$ cat src/rtl/light_package.sv
// rtl/light_package.sv - light colours, lane state encoding and lane indices shared by controller and conditioner
package light_package;

  typedef enum logic [1:0] {
    red    = 2'b00,
    yellow = 2'b01,
    green  = 2'b10
  } colors;

  typedef enum logic [1:0] {
    IDLE  = 2'b00,
    QUAL  = 2'b01,
    REQ   = 2'b10,
    SERVE = 2'b11
  } lane_state_t;

  localparam int NUM_LANES   = 5;
  localparam int LANE_E_STR  = 0;
  localparam int LANE_W_STR  = 1;
  localparam int LANE_E_LEFT = 2;
  localparam int LANE_W_LEFT = 3;
  localparam int LANE_NS     = 4;

endpackage

$ cat src/rtl/sensor_lane.sv
// rtl/sensor_lane.sv - one lane: synchroniser, debounce, request latch until served, optional wait counter
// Wait counter and alarm exist only when TSC_WAIT_ALARM_EN is defined.
module sensor_lane
  import light_package::*;
#(
  parameter int DEBOUNCE   = 3,
  parameter int CLEAR_HOLD = 2,
  parameter int MAX_WAIT   = 255
) (
  input  logic clk,
  input  logic rst_ni,
  input  logic raw_i,
  input  logic is_green_i,
  output logic sensor_o,
  output logic wait_alarm_o
);

  localparam logic [3:0] DEB_LAST = 4'(DEBOUNCE - 1);
  localparam logic [3:0] CLR_LAST = 4'(CLEAR_HOLD - 1);

  if (DEBOUNCE < 2 || DEBOUNCE > 15 || CLEAR_HOLD < 1 || CLEAR_HOLD > 15 ||
      MAX_WAIT < 1 || MAX_WAIT > 255) begin : g_bad_cfg
    $error("sensor_lane: parameter out of legal range");
  end

  logic        s1_q, s2_q;
  lane_state_t state_q, state_d;
  logic [3:0]  cnt_q, cnt_d;
  logic [3:0]  clr_q, clr_d;

  always_ff @(posedge clk or negedge rst_ni) begin
    if (!rst_ni) begin
      s1_q    <= 1'b0;
      s2_q    <= 1'b0;
      state_q <= IDLE;
      cnt_q   <= 4'd0;
      clr_q   <= 4'd0;
    end else begin
      s1_q    <= raw_i;
      s2_q    <= s1_q;
      state_q <= state_d;
      cnt_q   <= cnt_d;
      clr_q   <= clr_d;
    end
  end

  always_comb begin
    state_d = state_q;
    cnt_d   = cnt_q;
    clr_d   = clr_q;
    case (state_q)
      IDLE: begin
        if (s2_q) begin
          state_d = QUAL;
          cnt_d   = 4'd1;
        end
      end
      QUAL: begin
        if (!s2_q) begin
          state_d = IDLE;
          cnt_d   = 4'd0;
        end else if (cnt_q == DEB_LAST) begin
          state_d = REQ;
          cnt_d   = 4'd0;
        end else begin
          cnt_d = cnt_q + 4'd1;
        end
      end
      REQ: begin
        if (is_green_i) begin
          state_d = SERVE;
          clr_d   = 4'd0;
        end
      end
      SERVE: begin
        // Traffic cleared wins over the light leaving green in the same cycle.
        if (!s2_q && clr_q == CLR_LAST) begin
          state_d = IDLE;
          clr_d   = 4'd0;
        end else if (!is_green_i) begin
          state_d = s2_q ? REQ : IDLE;
          clr_d   = 4'd0;
        end else begin
          clr_d = s2_q ? 4'd0 : clr_q + 4'd1;
        end
      end
      default: begin
        state_d = IDLE;
        cnt_d   = 4'd0;
        clr_d   = 4'd0;
      end
    endcase
  end

  assign sensor_o = (state_q == REQ) || (state_q == SERVE);

`ifdef TSC_WAIT_ALARM_EN
  localparam logic [7:0] WAIT_MAX = 8'(MAX_WAIT);

  logic [7:0] wait_q, wait_d;

  // Counts only while staying in REQ, so every entry into REQ starts from zero.
  always_comb begin
    wait_d = 8'd0;
    if (state_q == REQ && state_d == REQ) begin
      wait_d = (wait_q == WAIT_MAX) ? wait_q : wait_q + 8'd1;
    end
  end

  always_ff @(posedge clk or negedge rst_ni) begin
    if (!rst_ni) begin
      wait_q <= 8'd0;
    end else begin
      wait_q <= wait_d;
    end
  end

  assign wait_alarm_o = (state_q == REQ) && (wait_q == WAIT_MAX);
`else
  assign wait_alarm_o = 1'b0;
`endif

endmodule

$ cat src/rtl/traffic_sensor_conditioner.sv
// rtl/traffic_sensor_conditioner.sv - conditions five loop detectors into controller sensor requests
// Starvation alarms are built only when TSC_WAIT_ALARM_EN is defined.
module traffic_sensor_conditioner
  import light_package::*;
#(
  parameter int DEBOUNCE   = 3,
  parameter int CLEAR_HOLD = 2,
  parameter int MAX_WAIT   = 255
) (
  input  logic        clk,
  input  logic        reset,
  input  logic [4:0]  raw_det,
  input  colors       e_str_light,
  input  colors       w_str_light,
  input  colors       e_left_light,
  input  colors       w_left_light,
  input  colors       ns_light,
  output logic        e_str_sensor,
  output logic        w_str_sensor,
  output logic        e_left_sensor,
  output logic        w_left_sensor,
  output logic        ns_sensor,
  output logic [4:0]  wait_alarm
);

  logic [NUM_LANES-1:0] is_green;
  logic [NUM_LANES-1:0] sensor;

  assign is_green[LANE_E_STR]  = (e_str_light  == green);
  assign is_green[LANE_W_STR]  = (w_str_light  == green);
  assign is_green[LANE_E_LEFT] = (e_left_light == green);
  assign is_green[LANE_W_LEFT] = (w_left_light == green);
  assign is_green[LANE_NS]     = (ns_light     == green);

  for (genvar i = 0; i < NUM_LANES; i++) begin : g_lane
    sensor_lane #(
      .DEBOUNCE   (DEBOUNCE),
      .CLEAR_HOLD (CLEAR_HOLD),
      .MAX_WAIT   (MAX_WAIT)
    ) u_lane (
      .clk          (clk),
      .rst_ni       (reset),
      .raw_i        (raw_det[i]),
      .is_green_i   (is_green[i]),
      .sensor_o     (sensor[i]),
      .wait_alarm_o (wait_alarm[i])
    );
  end

  assign e_str_sensor  = sensor[LANE_E_STR];
  assign w_str_sensor  = sensor[LANE_W_STR];
  assign e_left_sensor = sensor[LANE_E_LEFT];
  assign w_left_sensor = sensor[LANE_W_LEFT];
  assign ns_sensor     = sensor[LANE_NS];

endmodule
$ cat config.mk
export PLATFORM = sky130hd
export DESIGN_NAME = traffic_sensor_conditioner
export DESIGN_NICKNAME = d
export VERILOG_FILES = /design/src/rtl/light_package.sv /design/src/rtl/sensor_lane.sv /design/src/rtl/traffic_sensor_conditioner.sv
export SDC_FILE = /design/constraint.sdc
export NUM_CORES = 1
export LEC_CHECK = 0
export CAP_MARGIN = 20
export CORE_AREA = 2 2 79 81
export DETAILED_ROUTE_END_ITERATION = 12
export DIE_AREA = 0 0 81 83
export GPL_ROUTABILITY_DRIVEN = 0
export HOLD_SLACK_MARGIN = 0.15
export PLACE_DENSITY_LB_ADDON = 0.2
export SLEW_MARGIN = 0
export SYNTH_ARGS = -nofsm -noshare
export SYNTH_HDL_FRONTEND = slang
export SYNTH_HIERARCHICAL = 1
export SYNTH_SLANG_ARGS = --single-unit
$ cat constraint.sdc
create_clock -name clk -period 3.3 [get_ports clk]
set_input_delay 0.99 -clock clk [delete_from_list [all_inputs] [get_ports clk]]
set_output_delay 0.99 -clock clk [all_outputs]
set_load 0.05 [all_outputs]
==> metrics.md <==
| Metric | Value |
|---|---|
| Largest net degree at the start of global routing | `61` |
| Setup TNS | `0 ps` |
| Drt total wl | `between 5000 and 6000 um` |
| H-tree levels | `3` |
| Syn_area_per_cell | `10.7 um^2` |
| Root Buffer | `clkbuf_8` |
| Worst setup EP type | `output port` |
| Synth cell types | `54` |
| Multi-input logic area | `~1800 um^2` |
| Area of the mapped netlist | `3440 um^2` |
| Slew HR | `around two thirds` |
| Post-cts resize count | `0` |
| CTS tree | `built` |
| CP peak stage delay | `880 ps` |
| Power density cells | `roughly 690 nW/um^2` |
| Die Height | `83 um` |
| Ant. Diodes | `0` |
| Mapped Cells | `322` |
| Antenna violations before repair | `0` |
| Clock Skews | `7.37 ps` |
| Synth area leader | `dfrtp_1` |
| P_leak | `1.77 nW` |
| Post-CTS setup buffers | `0` |
| Crit path cell chain | `clkdlybuf4s50_1` |
| Clock buffer depth | `2` |
| Max-Cap Viols | `0` |
| Area grow syn2layout | `11.4%` |
| Most common cell in the netlist | `dfrtp_1` |
| Initial core utilization | `approximately three fifths` |
| Top post-synthesis cells by count | `60 x dfrtp_1, 28 x nand2_1, 20 x ha_1, 20 x inv_1, 13 x mux2i_1` |
| DR vias | `2359` |
| FF+latch count, synth | `60` |
| Final HPWL DP | `3940 um` |
| Achievable frequency | `approximately 360 MHz` |
| Die ar. | `6720 um^2` |
| Cell family with most CP delay | `buffers and inverters` |
| CORE AREA | `5820 um^2` |
| Synth Warn # | `6` |
| Slew @ Worst Pin | `between 500 and 600 ps` |
| # setup viols final | `0` |
| Congestion Overflow GR | `0` |
| Chip width | `81 um` |
| RSZ-0062 raised after global routing | `no` |
| Critical Path RT | `2310 ps` |
| Hold buffers post-CTS | `0` |
| Fillcell total | `475` |
| CTS Buf Count | `9` |
| Tot Pwr | `0.00265 W` |
| Asr flop ratio synth | `100%` |
| Share of the synthesized area in the top cell type | `43.6%` |
| Peak supply drop | `0.444 mV` |
| Leading register cell type out of synthesis | `dfrtp_1` |
| DR WL/cell | `13.5 um` |
| Drt pass-1 iters | `4` |
| Number of buffers added on ports | `21` |
| DRC | `0` |
| Bufs and invs on worst path | `1` |
| Slew Limit Fails | `0` |
| Post-synthesis sequential area ratio | `43.6%` |
| First-pass GRT wire length | `9970 um` |
| Outcome | `completed` |
| CP Class | `reg -> out` |
| Post-synth EDFFs | `0` |
| Worst path arrival time | `1770 ps` |
| Clock sink count | `60` |
| Post-route ant nets | `0` |
| Leading post-synthesis cells by cell area | `dfrtp_1 44%, ha_1 7.3%, mux2i_1 3.8%, nand2_1 3.1%, inv_1 2.2%` |
| Synth Net Count | `359` |
| Slowest stage cell on the critical path | `clkdlybuf4s50_1` |
| GRT Total Usage | `approximately a fifth` |
| Clock transition at path regs | `60 ps` |
| Crit path launch type | `register` |
| Min-delay worst type | `reg -> reg` |
| Vias in the first global route | `between 2000 and 2500` |
| Vias per inst | `approximately 5.7` |
| Std cell rows | `28` |
| Minimum clock period | `2760 ps` |
| FF+latch area | `1500 um^2` |
| DRT iter0 DRCs | `111` |
| Nets | `373` |
| Clock Latency Late Sink | `approximately 320 ps` |
| I/O pin total | `27` |
| Layout cell share with drive strength beyond 1 | `12.6%` |
| CP max FO | `11` |
| Final hold vios | `0` |
| Post-route clock period utilization | `around 84%` |
## area by class of cell
type / count / share of cell area [%]
Inverter: 20 / 1.96
Timing Repair Buffer: 22 / 5.87
Tap cell: 75 / 2.45
Clock inverter: 1 / 0.131
Sequential cell: 60 / 39.2
Clock buffer: 15 / 4.60
Multi-Input combinational cell: 223 / 45.8
## flip-flops by register name, indices dropped and copies added, names as in the netlist, named ones only
name / count
g_lane.u_lane/clr_q: 20
g_lane.u_lane/cnt_q: 20
g_lane.u_lane/s1_q: 5
g_lane.u_lane/s2_q: 5
g_lane.u_lane/state_q: 5
## worst register-to-register path: stages (launching register included)
cell and delay, ps:
dfrtp_1 410, inv_1 110, ha_1 160, or3b_2 510, a31oi_1 210, o21ai_0 110
## per-layer routing
layer / part of all wire (%) / up-vias / GRT usage, %
li1: - / 1165 / -
met1: 46 / 1149 / 24.4
met2: 48 / 38 / 29.8
met3: 3.9 / 7 / 3.80
met4: 1.5 / 0 / 8.94
met5: 0 / - / 0
## placed cells by master, fill, tap and decap left out, types with 3 or more instances in the layout
master,instances
mux2i_1,13
o41ai_1,5
mux2_2,3
nor2b_4,5
o21a_1,7
dfrtp_1,60
clkbuf_1,3
o2bb2ai_1,5
nor3b_1,3
a21oi_1,12
nor2_1,7
conb_1,5
ha_1,20
o21ai_1,3
o22ai_1,5
o21bai_1,5
and3_1,4
inv_1,20
nand3_1,10
o211ai_1,4
o21ai_0,11
o31ai_1,8
nand2b_1,12
clkdlybuf4s50_1,20
nor2b_1,6
a32o_1,4
nor3b_4,3
nand2_1,28
clkbuf_8,12
## per-stage QoR
step           hold slack, ps  instances  setup slack (ps)  utilization, %  cell area (um^2)
3_3_place_gp              333        400               906            62.8              3650
6_report                  345        416               543            65.9              3830
3_5_place_dp              337        400               895            62.8              3650
5_1_grt                   358        416               462            65.9              3830
4_1_cts                   349        416               529            65.9              3830
2_1_floorplan             331        322              1280               -              3440
## power by group
group | switching [W] | leakage (nW) | internal [W] | total, W
Clock | 0.000265 | 0.0937 | 0.000334 | 0.000599
Sequential | 0.000285 | 0.773 | 0.000892 | 0.00118
Combinational | 0.000469 | 0.902 | 0.000405 | 0.000874
## worst paths after layout
kind | slack, ps | startpoint | to | depth (start not counted)
min in group asynchronous | 650 | reset | g_lane[0].u_lane/state_q[0]$_DFFE_PN0P_ | 2
worst min-delay path | 340 | g_lane[3].u_lane/s1_q$_DFF_PN0_ | g_lane[3].u_lane/s2_q$_DFF_PN0_ | 0
worst min register to register | 340 | g_lane[3].u_lane/s1_q$_DFF_PN0_ | g_lane[3].u_lane/s2_q$_DFF_PN0_ | 0
worst max register to register | 1670 | g_lane[0].u_lane/cnt_q[0]$_DFFE_PN0P_ | g_lane[0].u_lane/cnt_q[2]$_DFFE_PN0P_ | 5
max in group asynchronous | 2370 | reset | g_lane[4].u_lane/clr_q[2]$_DFFE_PN0P_ | 2
worst max-delay path | 540 | register | e_str_sensor | 1
## cell families (layout without fill, tap and decap cells)
| group | count (synthesis) | count (layout) | share of synthesized area, % |
|---|---|---|---|
| simple gates | 100 | 100 | 21.0 |
| compound gates | 82 | 82 | 17.5 |
| flops | 60 | 60 | 43.6 |
| buf+inv | 39 | 58 | 5.34 |
| fa+ha+maj | 20 | 20 | 7.27 |
| mux | 16 | 16 | 4.76 |
| other cells | 5 | 5 | 0.545 |
Power figures use the tool's default switching activity.
